$ cat src/rtl/ps2_pkg.sv
`default_nettype none
//------------------------------------------------------------------
// ps2_pkg - state encoding and frame constants for the PS/2 host
// Revision: 1.0
//------------------------------------------------------------------
package ps2_pkg;

   typedef enum logic [2:0] {
      S_IDLE    = 3'd0,
      S_INHIBIT = 3'd1,
      S_RTS     = 3'd2,
      S_SEND    = 3'd3,
      S_ACK     = 3'd4,
      S_RELEASE = 3'd5
   } ps2_state_e;

   localparam int BIT_CNT_W  = 4;
   localparam int FRAME_BITS = 10;

   function automatic logic odd_parity(input logic [7:0] data);
      return ~^data;
   endfunction

endpackage
`default_nettype wire

$ cat src/rtl/ps2_line_sync.sv
`default_nettype none
//------------------------------------------------------------------
// ps2_line_sync - 2-flop synchronizers for kclk/kdata, kclk fall strobe
// Revision: 1.0
//------------------------------------------------------------------
module ps2_line_sync (
   input  logic clk,
   input  logic rst_n,
   input  logic kclk_in,
   input  logic kdata_in,
   output logic kclk_sync,
   output logic kdata_sync,
   output logic kclk_fall
);

   logic [1:0] kclk_ff;
   logic [1:0] kdata_ff;
   logic       kclk_prev;

   // Idle PS/2 lines are pulled high, so reset to 1 to avoid a false edge.
   always_ff @(posedge clk or negedge rst_n) begin
      if (!rst_n) begin
         kclk_ff   <= 2'b11;
         kdata_ff  <= 2'b11;
         kclk_prev <= 1'b1;
      end else begin
         kclk_ff   <= {kclk_ff[0], kclk_in};
         kdata_ff  <= {kdata_ff[0], kdata_in};
         kclk_prev <= kclk_ff[1];
      end
   end

   assign kclk_sync  = kclk_ff[1];
   assign kdata_sync = kdata_ff[1];
   assign kclk_fall  = kclk_prev & ~kclk_ff[1];

endmodule
`default_nettype wire

$ cat src/rtl/ps2_host_tx.sv
`default_nettype none
//------------------------------------------------------------------
// ps2_host_tx - PS/2 host-to-device command byte transmitter
// Revision: 1.0
//------------------------------------------------------------------
module ps2_host_tx
   import ps2_pkg::*;
#(
   parameter int INHIBIT_CYCLES = 10000,
   parameter int TIMEOUT_CYCLES = 1500000
) (
   input  logic       clk,
   input  logic       rst_n,
   input  logic       tx_valid,
   input  logic [7:0] tx_data,
   output logic       tx_ready,
   input  logic       kclk_in,
   input  logic       kdata_in,
   output logic       kclk_oe,
   output logic       kdata_oe,
   output logic       done,
   output logic       ack_ok,
   output logic       timeout,
   output logic       busy
);

   localparam int CNT_MAX = (TIMEOUT_CYCLES > INHIBIT_CYCLES) ? TIMEOUT_CYCLES : INHIBIT_CYCLES;
   localparam int CNT_W   = $clog2(CNT_MAX + 1);
   localparam logic [CNT_W-1:0]     INHIBIT_LAST = CNT_W'(INHIBIT_CYCLES - 1);
   localparam logic [CNT_W-1:0]     TIMEOUT_CNT  = CNT_W'(TIMEOUT_CYCLES);
   localparam logic [BIT_CNT_W-1:0] LAST_BIT     = BIT_CNT_W'(FRAME_BITS - 1);

   ps2_state_e            state, state_nxt;
   logic [CNT_W-1:0]      cnt;
   logic [BIT_CNT_W-1:0]  bit_idx;
   logic [FRAME_BITS-1:0] frame;
   logic                  data_low;
   logic                  rts_second;
   logic                  ack_seen;
   logic                  kclk_s, kdata_s, kclk_fall;
   logic                  active, expired;

   ps2_line_sync u_sync (
      .clk        (clk),
      .rst_n      (rst_n),
      .kclk_in    (kclk_in),
      .kdata_in   (kdata_in),
      .kclk_sync  (kclk_s),
      .kdata_sync (kdata_s),
      .kclk_fall  (kclk_fall)
   );

   assign active  = (state == S_RTS) || (state == S_SEND) || (state == S_ACK);
   assign expired = active && (cnt == TIMEOUT_CNT);

   always_ff @(posedge clk or negedge rst_n) begin
      if (!rst_n) state <= S_IDLE;
      else        state <= state_nxt;
   end

   always_comb begin
      state_nxt = state;
      tx_ready  = 1'b0;
      kclk_oe   = 1'b0;
      kdata_oe  = 1'b0;
      done      = 1'b0;
      ack_ok    = 1'b0;
      timeout   = 1'b0;
      busy      = 1'b1;
      case (state)
         S_IDLE: begin
            busy     = 1'b0;
            tx_ready = 1'b1;
            if (tx_valid) state_nxt = S_INHIBIT;
         end
         S_INHIBIT: begin
            kclk_oe = 1'b1;
            if (cnt == INHIBIT_LAST) state_nxt = S_RTS;
         end
         S_RTS: begin
            kdata_oe = 1'b1;
            kclk_oe  = ~rts_second;
            if (rts_second) state_nxt = S_SEND;
         end
         S_SEND: begin
            kdata_oe = data_low;
            if (kclk_fall && bit_idx == LAST_BIT) state_nxt = S_ACK;
         end
         S_ACK: begin
            if (kclk_fall) state_nxt = S_RELEASE;
         end
         S_RELEASE: begin
            if (kclk_s && kdata_s) begin
               done      = 1'b1;
               ack_ok    = ack_seen;
               state_nxt = S_IDLE;
            end
         end
         default: state_nxt = S_IDLE;
      endcase
      // Abort overrides everything: lines released in the same cycle as done.
      if (expired) begin
         state_nxt = S_IDLE;
         kclk_oe   = 1'b0;
         kdata_oe  = 1'b0;
         done      = 1'b1;
         ack_ok    = 1'b0;
         timeout   = 1'b1;
      end
   end

   always_ff @(posedge clk or negedge rst_n) begin
      if (!rst_n) begin
         cnt        <= '0;
         bit_idx    <= '0;
         frame      <= '0;
         data_low   <= 1'b0;
         rts_second <= 1'b0;
         ack_seen   <= 1'b0;
      end else begin
         // One counter times both the inhibit hold and the device watchdog.
         if (state == S_IDLE || (state == S_INHIBIT && state_nxt == S_RTS) || (active && kclk_fall))
            cnt <= '0;
         else if (state != S_RELEASE)
            cnt <= cnt + 1'b1;

         rts_second <= (state == S_RTS);

         if (state == S_IDLE && tx_valid) begin
            frame   <= {1'b1, odd_parity(tx_data), tx_data};
            bit_idx <= '0;
         end

         if (state == S_RTS) begin
            data_low <= 1'b1;
         end else if (state == S_SEND && kclk_fall) begin
            data_low <= ~frame[bit_idx];
            bit_idx  <= bit_idx + 1'b1;
         end

         if (state == S_ACK && kclk_fall) ack_seen <= ~kdata_s;
      end
   end

endmodule
`default_nettype wire

$ cat config.mk
export PLATFORM = sky130hd
export DESIGN_NAME = ps2_host_tx
export DESIGN_NICKNAME = d
export VERILOG_FILES = /design/src/rtl/ps2_pkg.sv /design/src/rtl/ps2_line_sync.sv /design/src/rtl/ps2_host_tx.sv
export SDC_FILE = /design/constraint.sdc
export NUM_CORES = 1
export LEC_CHECK = 0
export BUFFER_PORTS_ARGS = -buffer_cell sky130_fd_sc_hd__buf_4
export CAP_MARGIN = 40
export CORE_ASPECT_RATIO = 1.75
export CORE_MARGIN = 3
export CORE_UTILIZATION = 35
export DETAILED_ROUTE_END_ITERATION = 16
export PLACE_DENSITY = 0.56
export REMOVE_ABC_BUFFERS = 1
export SYNTH_ARGS = -nofsm -noshare
export SYNTH_HDL_FRONTEND = slang
export SYNTH_SLANG_ARGS = --single-unit
export TNS_END_PERCENT = 1
$ cat constraint.sdc
create_clock -name clk -period 5.55 [get_ports clk]
set_clock_uncertainty 0.15 [all_clocks]
set_input_delay 0.8325 -clock clk [delete_from_list [all_inputs] [get_ports clk]]
set_output_delay 0.8325 -clock clk [all_outputs]
set_load 0.02 [all_outputs]
==> impl_summary.log, run 1 <==
[metrics] outcome: finished clean
[metrics] Clk Tree Root Cell: sky130_fd_sc_hd__clkbuf_16
[metrics] # IOs: 20
[metrics] total area of sequential cells: ~1200 sq um
[metrics] global-route wire length before repair: about 10000 um
[metrics] Commonest cells post-synth: 41 x sky130_fd_sc_hd__dfrtp_1, 37 x sky130_fd_sc_hd__nand2_1, 16 x sky130_fd_sc_hd__nor3_1
[metrics] Switch Pwr: between 100 and 150 uW
[metrics] DRC Markers: 0
[metrics] leakage component of the power: 1.27 nW
[metrics] synthesized netlist cell count: roughly 260
[metrics] part of the total power dissipated in sequential elements: 0.482
[metrics] critical path type: reg2out
[metrics] sequential element share of the synthesized area: 0.450
[metrics] clock buffer count from CTS: 5
[metrics] top cell type by total area after synthesis: sky130_fd_sc_hd__dfrtp_1
[metrics] Hold Slack: ~0.2 ns
[metrics] headroom to the max-slew limit: 0.389
[metrics] height of the die: about 120 um
[metrics] cell-by-cell trace of the critical path: nor2_1, nand2_1, a2111oi_4, o21bai_1, buf_4
[metrics] ANT cells: 0
[metrics] full die area: ~8500 sq um
[metrics] via total after detailed routing: ~2000
[metrics] Power Internal: between 500 and 600 uW
[metrics] most instantiated library cell after synthesis: sky130_fd_sc_hd__dfrtp_1
[metrics] number of routed nets with antenna violations: 0
[metrics] final count of hold timing violations: 0
[metrics] HP Class: reg2reg
[metrics] required time at the endpoint of the critical path: between 4 and 5 ns
[metrics] final setup violation count: 0
[metrics] final wirelength: 5910 um
[metrics] Max Freq: ~300 MHz
[metrics] routed via count divided by cell count: 5.48
[metrics] Final Slew Violations: 0
[metrics] share of the synthesized area in the top cell type: 0.399
[metrics] Crit. End Element: primary output
[metrics] arrival time of the worst setup path: 2.34 ns
[metrics] starting density of the core: 0.367
[metrics] transition at the pin with the smallest max-transition slack: ~0.9 ns
[metrics] Die X: around 70 um
[metrics] maximum clock path buffer count: 2
[metrics] logic gate share of total power: 0.035
[metrics] Mean Syn Cell Area: about 9.9 sq um
[metrics] Synthesis Warnings: 0
[metrics] count of fill cells added during filler insertion: between 600 and 700
[metrics] share of the clock period used by the worst path: 0.599
[metrics] count of standard-cell rows: 40
[metrics] Max-Cap Viols: 0
[metrics] clock slew at the register clock pins of the worst setup and hold paths: 0.06 ns
[metrics] count of state elements after synthesis: between 40 and 50
[metrics] nature of the critical path startpoint: flop
[metrics] highest cell delay on the worst timing path: 0.65 ns
[metrics] H-Tree Level Count: 2
[metrics] Area contributors post-synth: sky130_fd_sc_hd__dfrtp_1 40%, sky130_fd_sc_hd__nand2_1 5.4%, sky130_fd_sc_hd__dfstp_2 5.1%
[metrics] area taken by multi-input logic gates: between 1000 and 1500 sq um
[metrics] number of synthesized flops with an enable pin: 0
[metrics] largest net degree at the start of global routing: 47
[metrics] TritonCTS clock tree: yes
[metrics] IO buf count: 19
[metrics] final weighted congestion in routability-driven placement: ~0.84
[metrics] share of async-settable or async-resettable flops after synthesis: 1.00
[metrics] switching part of the total: 0.203
[metrics] Post-Syn Area: roughly 2600 sq um
[metrics] unrepaired setup endpoints after global routing: false
[metrics] Floorplan Core Area: 7010 sq um
[metrics] VDD IR-drop max: between 0.0001 and 0.00015 V
[metrics] CP max-delay cell: sky130_fd_sc_hd__a2111oi_4
[metrics] Wirelength per Cell: between 15 and 20 um
[metrics] minimum clock period after layout: between 3 and 4 ns
[metrics] setup TNS after final layout: 0 ns
[metrics] violation count after the first detailed-routing iteration: roughly 120
[metrics] antenna violations before repair: 0
[metrics] sum of net half-perimeters after detailed placement: 4340 um
[metrics] relative contribution of the clock network to total power: 0.483
[metrics] layout cells sized above 1: 0.185
[metrics] power per cell area: ~240 nW/um^2
[metrics] sum of overflow across all layers after global routing: 0
[metrics] most instantiated flip-flop cell in the synthesis netlist: sky130_fd_sc_hd__dfrtp_1
[metrics] vias in the first global route: approximately 2000
[metrics] layout overhead on the synthesized area: 15.1%
[metrics] Post-CTS Setup Repair Bufs: 0
[metrics] final worst-path setup slack: around 2.2 ns
[metrics] number of nets in the final layout: around 290
[metrics] Pre-antenna DRT Iters: 4
[metrics] distinct cell type count after synthesis: between 50 and 60
[metrics] Hold-fix buffers, CTS: 0
[metrics] later-pin clock latency in the skew report: 0.29 ns
[metrics] count of instances resized after the clock tree is built: 0
[metrics] clock sinks: 46
[metrics] pre-CTS setup slack: ~2.6 ns
[metrics] largest driver fanout on the critical path: 20
[metrics] gr usage total: 0.150
## routing by layer
metal	global-route usage	share of wire	up-vias
met5	0	0	-
met4	0.0706	0.026	0
met3	0.0270	0.021	12
met2	0.269	0.57	25
met1	0.167	0.38	955
li1	-	-	974
## power groups by stage
stage	Sequential [mW]	Clock (mW)	Combinational, mW
5_1_grt	0.340	0.362	0.0280
6_report	0.340	0.341	0.0247
3_5_place_dp	0.346	0	0.0256
4_1_cts	0.340	0.351	0.0257
2_1_floorplan	0.346	0	0.00915
3_3_place_gp	0.346	0	0.0251
## worst paths after layout
path,startpoint,to,slack [ns],cells after the start
setup / recovery,state[0],done,2.23,5
hold reg to reg,u_sync.kclk_ff[0],u_sync.kclk_ff[1],0.21,0
max in group asynchronous,rst_n,bit_idx[3],4.42,1
min in group asynchronous,rst_n,frame[8],0.40,1
setup reg to reg,state[1],cnt[13],3.04,4
hold / removal,u_sync.kclk_ff[0],u_sync.kclk_ff[1],0.21,0
## state kept, by name, indices dropped and copies added, names as in the netlist
name,flops
cnt,21
frame,10
bit_idx,4
state,3
u_sync.kclk_ff,2
u_sync.kdata_ff,2
ack_seen,1
data_low,1
rts_second,1
u_sync.kclk_prev,1
## area by class of cell
type,instances,area share
Sequential cell,46,0.391
Timing Repair Buffer,21,0.0558
Clock buffer,6,0.0436
Clock inverter,2,0.0127
Multi-Input combinational cell,191,0.450
Inverter,9,0.0114
Tap cell,84,0.0355
## worst max-delay path, delay by kind of cell, from the launching register on
family,cells,cell delay [ns]
AOI/OAI and AO/OA,2,0.89
DFF,1,0.60
and+or+nand+nor,2,0.38
buffers and inverters,1,0.19
## cells in the final DEF (no fill, tap or decap), drive strengths merged, types with 2 or more instances in the layout
cell type and count:
a211oi 13, a21oi 3, a31oi 2, and2 3, and3 5, and4 3
buf 21, clkbuf 6, dfrtp 41, dfstp 5, ha 4, inv 9
mux2i 2, mux4 2, nand2 37, nand2b 4, nand3 11, nand3b 2
nand4 11, nor2 10, nor3 16, nor4 2, o21ai 8, o21bai 2
o31ai 6, or3 3, or4 6, xnor2 8, xor2 12
## cells by family after synthesis
group	count (synthesis)	synth area share
mux	4	0.0253
buf+inv	22	0.0355
flops	46	0.450
xor+xnor	20	0.0681
simple gates	122	0.273
fa+ha+maj	4	0.0195
compound gates	41	0.128
## per-stage QoR
step	total power, mW	instance area, sq um	utilization	instances
final	0.706	2960	0.422	359
after global routing	0.730	2960	0.422	359
after CTS	0.717	2960	0.422	359
after detailed placement	0.372	2790	0.399	351
after global placement	0.371	2780	0.396	350
after floorplan	0.355	2510	-	246
Note: power is estimated with default switching activity, not from simulation.
==> inputs of run 2 (changes only) <==
==> constraint.sdc (replaced) <==
create_clock -name clk -period 3.25 [get_ports clk]
set_clock_uncertainty 0.15 [all_clocks]
set_input_delay 0.4875 -clock clk [delete_from_list [all_inputs] [get_ports clk]]
set_output_delay 0.4875 -clock clk [all_outputs]
set_load 0.02 [all_outputs]
==> run 2 against run 1 <==
Compared with the run above: setup slack worse by 1.9 ns; core utilization is essentially flat; worst hold slack worse by 0.16 ns; non-clock buffer count rose by 3; sequential cell count unchanged; critical path depth up 2; via count increased by 1.3%; total power rose by 63%; critical path type unchanged; critical endpoint unchanged; largest power group is now sequential cells.
==> impl_summary.log, run 2 (synthesis results as in run 1) <==
[metrics] headroom to the max-slew limit: 0.602 (+0.213)
[metrics] minimum setup slack among reg-to-reg paths: 0.95 ns (-2.09 ns)
[metrics] antenna violations before repair: 0 (unchanged)
[metrics] DRC Markers: 0 (unchanged)
[metrics] switching part of the total: 0.227 (+0.0247)
[metrics] sum of net half-perimeters after detailed placement: 4390 um (+1.0%)
[metrics] setup TNS after final layout: 0 ns (unchanged)
[metrics] TritonCTS clock tree: yes
[metrics] number of routed nets with antenna violations: 0 (unchanged)
[metrics] pre-CTS setup slack: 0.638 ns (-1.94 ns)
[metrics] layout overhead on the synthesized area: 15.0% (about the same)
[metrics] logic gate share of total power: 0.036 (about the same)
[metrics] endpoint of the lowest-slack register-to-register path: cnt[20]
[metrics] relative contribution of the clock network to total power: 0.458 (-0.025)
[metrics] Switch Pwr: 261 uW (+82%)
[metrics] critical path type: reg2out
[metrics] Wirelength per Cell: 16.3 um (-0.66%)
[metrics] Max Freq: between 300 and 400 MHz
[metrics] starting density of the core: 0.367 (unchanged)
[metrics] final setup violation count: 0 (unchanged)
[metrics] launch point of the worst path: cnt[0]
[metrics] Final Slew Violations: 0 (unchanged)
[metrics] Max-Cap Viols: 0 (unchanged)
[metrics] clock slew at the register clock pins of the worst setup and hold paths: 0.07 ns (about the same)
[metrics] Met2 Routed Length: 3290 um (-1.8%)
[metrics] Power Internal: 887 uW (+58%)
[metrics] Hold-fix buffers, CTS: 0 (unchanged)
[metrics] Die X: 70.8 um (unchanged)
[metrics] unrepaired setup endpoints after global routing: false
[metrics] # IOs: 20 (unchanged)
[metrics] Pre-antenna DRT Iters: 4 (unchanged)
[metrics] final wirelength: 5920 um (+0.17%)
[metrics] sum of overflow across all layers after global routing: 0 (unchanged)
[metrics] full die area: 8450 sq um (unchanged)
[metrics] via total after detailed routing: 1991 (+1.3%)
[metrics] largest net degree at the start of global routing: 47 (unchanged)
[metrics] later-pin clock latency in the skew report: 0.29 ns (about the same)
[metrics] Post-CTS Setup Repair Bufs: 0 (unchanged)
[metrics] power per cell area: 388 nW/um^2 (+63%)
[metrics] count of instances resized after the clock tree is built: 0 (unchanged)
[metrics] violation count after the first detailed-routing iteration: 86 (-26%)
[metrics] wire length on met3: 184 um (+45%)
[metrics] clock buffer count from CTS: 5 (unchanged)
[metrics] HP Class: in2async
[metrics] maximum clock path buffer count: 2 (unchanged)
[metrics] Top Registers: cnt (21), frame (10), bit_idx (4)
[metrics] global-route wire length before repair: 9920 um (-1.2%)
[metrics] Top Metal Used: met4
[metrics] VDD IR-drop max: 0.000228 V (+56%)
[metrics] layout cells sized above 1: 0.198 (+0.0124)
[metrics] startpoint of the lowest-slack register-to-register path: state[1]
[metrics] gr usage total: 0.150 (about the same)
[metrics] count of fill cells added during filler insertion: 701 (+0.57%)
[metrics] last element of the critical path: done
[metrics] number of nets in the final layout: 294 (+1.0%)
[metrics] share of the clock period used by the worst path: 0.899
[metrics] H-Tree Level Count: 2 (unchanged)
[metrics] arrival time of the worst setup path: 2.29 ns (-0.05 ns)
[metrics] most common library cell in the layout ignoring fill and taps: sky130_fd_sc_hd__dfrtp_1
[metrics] Floorplan Core Area: 7010 sq um (unchanged)
[metrics] nature of the critical path startpoint: flop
[metrics] required time at the endpoint of the critical path: 2.61 ns (-1.96 ns)
[metrics] Clk Tree Root Cell: sky130_fd_sc_hd__clkbuf_16
[metrics] Crit. End Element: primary output
[metrics] IO buf count: 19 (unchanged)
[metrics] final count of hold timing violations: 0 (unchanged)
[metrics] clock sinks: 46 (unchanged)
[metrics] final weighted congestion in routability-driven placement: 0.826 (-1.3%)
[metrics] transition at the pin with the smallest max-transition slack: 0.598 ns (-0.306 ns)
[metrics] height of the die: 119 um (unchanged)
[metrics] Reg with most FFs: cnt
[metrics] most frequent cells in the layout: 41 x sky130_fd_sc_hd__dfrtp_1, 37 x sky130_fd_sc_hd__nand2_1, 24 x sky130_fd_sc_hd__buf_4
[metrics] post-route met1 wirelength: 2310 um (+1.4%)
[metrics] vias in the first global route: 1975 (-3.7%)
[metrics] outcome: finished clean
[metrics] largest driver fanout on the critical path: 7 (-65%)
[metrics] number of flip-flops under the largest register name: 21 (unchanged)
[metrics] depth of the most critical reg-to-reg path: 4 (unchanged)
[metrics] minimum clock period after layout: 2.92 ns
[metrics] count of standard-cell rows: 40 (unchanged)
[metrics] cell area after placement: 2810 sq um (+0.54%)
[metrics] area of all placed cells without fillers: 2960 sq um (about the same)
[metrics] part of the total power dissipated in sequential elements: 0.506 (+0.024)
[metrics] leakage component of the power: 1.28 nW (+0.52%)
[metrics] ANT cells: 0 (unchanged)
[metrics] routed via count divided by cell count: 5.50 (+0.43%)
[metrics] final worst-path setup slack: 0.327 ns (-1.90 ns)
-- run 2: cell count changes in the layout (fill, tap and decap cells not counted) --
| cell | previous run | this run |
|---|---|---|
| sky130_fd_sc_hd__buf_4 | 20 | 24 |
| sky130_fd_sc_hd__buf_8 | 1 | 0 |
| sky130_fd_sc_hd__bufinv_16 | 1 | 0 |
| sky130_fd_sc_hd__clkbuf_1 | 1 | 0 |
| sky130_fd_sc_hd__clkinv_4 | 0 | 1 |
| sky130_fd_sc_hd__inv_6 | 0 | 1 |
-- run 2: area by class of cell --
cell class	instances	area (sq um)	share of cell area
Multi-Input combinational cell	191	1330	0.450
Clock inverter	3	25.0	0.00846
Tap cell	84	105	0.0355
Inverter	9	33.8	0.0114
Clock buffer	5	125	0.0423
Timing Repair Buffer	24	180	0.0609
Sequential cell	46	1160	0.391
-- run 2: routing by layer --
layer  GRT usage  up-vias
li1            -      976
met1       0.159      975
met2       0.276       31
met3      0.0338        9
met4      0.0624        0
met5           0        -
-- run 2: worst max-delay path: stages, from the launching register on --
cell and delay, ns:
sky130_fd_sc_hd__dfrtp_1 0.44, sky130_fd_sc_hd__inv_1 0.09, sky130_fd_sc_hd__ha_1 0.14, sky130_fd_sc_hd__and4b_1 0.19, sky130_fd_sc_hd__nand4_1 0.15, sky130_fd_sc_hd__a2111oi_4 0.58
sky130_fd_sc_hd__o21bai_1 0.23, sky130_fd_sc_hd__buf_4 0.19
-- run 2: per-stage QoR --
step                      power, mW  utilization  instances  hold WS [ns]
after detailed placement      0.635        0.401        354         0.197
after floorplan               0.606            -        246        0.0419
after global routing           1.20        0.422        362        0.0886
final                          1.15        0.422        362        0.0466
after global placement        0.634        0.401        354         0.200
after CTS                      1.17        0.422        362        0.0688
-- run 2: power groups by stage --
stage / Clock [mW] / Combinational [mW] / Sequential, mW
after CTS: 0.548 / 0.0431 / 0.580
after global routing: 0.569 / 0.0465 / 0.581
final: 0.526 / 0.0415 / 0.581
after floorplan: 0 / 0.0156 / 0.590
after detailed placement: 0 / 0.0431 / 0.591
after global placement: 0 / 0.0426 / 0.591
-- run 2: how the worst min path moves through the flow --
| stage | cells after the start | slack [ns] | end | from |
|---|---|---|---|---|
| after floorplan | 0 | 0.04 | ack_seen | rst_n |
| after global placement | 0 | 0.20 | u_sync.kdata_ff[1] | u_sync.kdata_ff[0] |
| after detailed placement | 0 | 0.20 | u_sync.kclk_ff[1] | u_sync.kclk_ff[0] |
| after CTS | 1 | 0.07 | frame[0] | rst_n |
| after global routing | 1 | 0.09 | bit_idx[0] | rst_n |
| final | 1 | 0.05 | bit_idx[3] | rst_n |
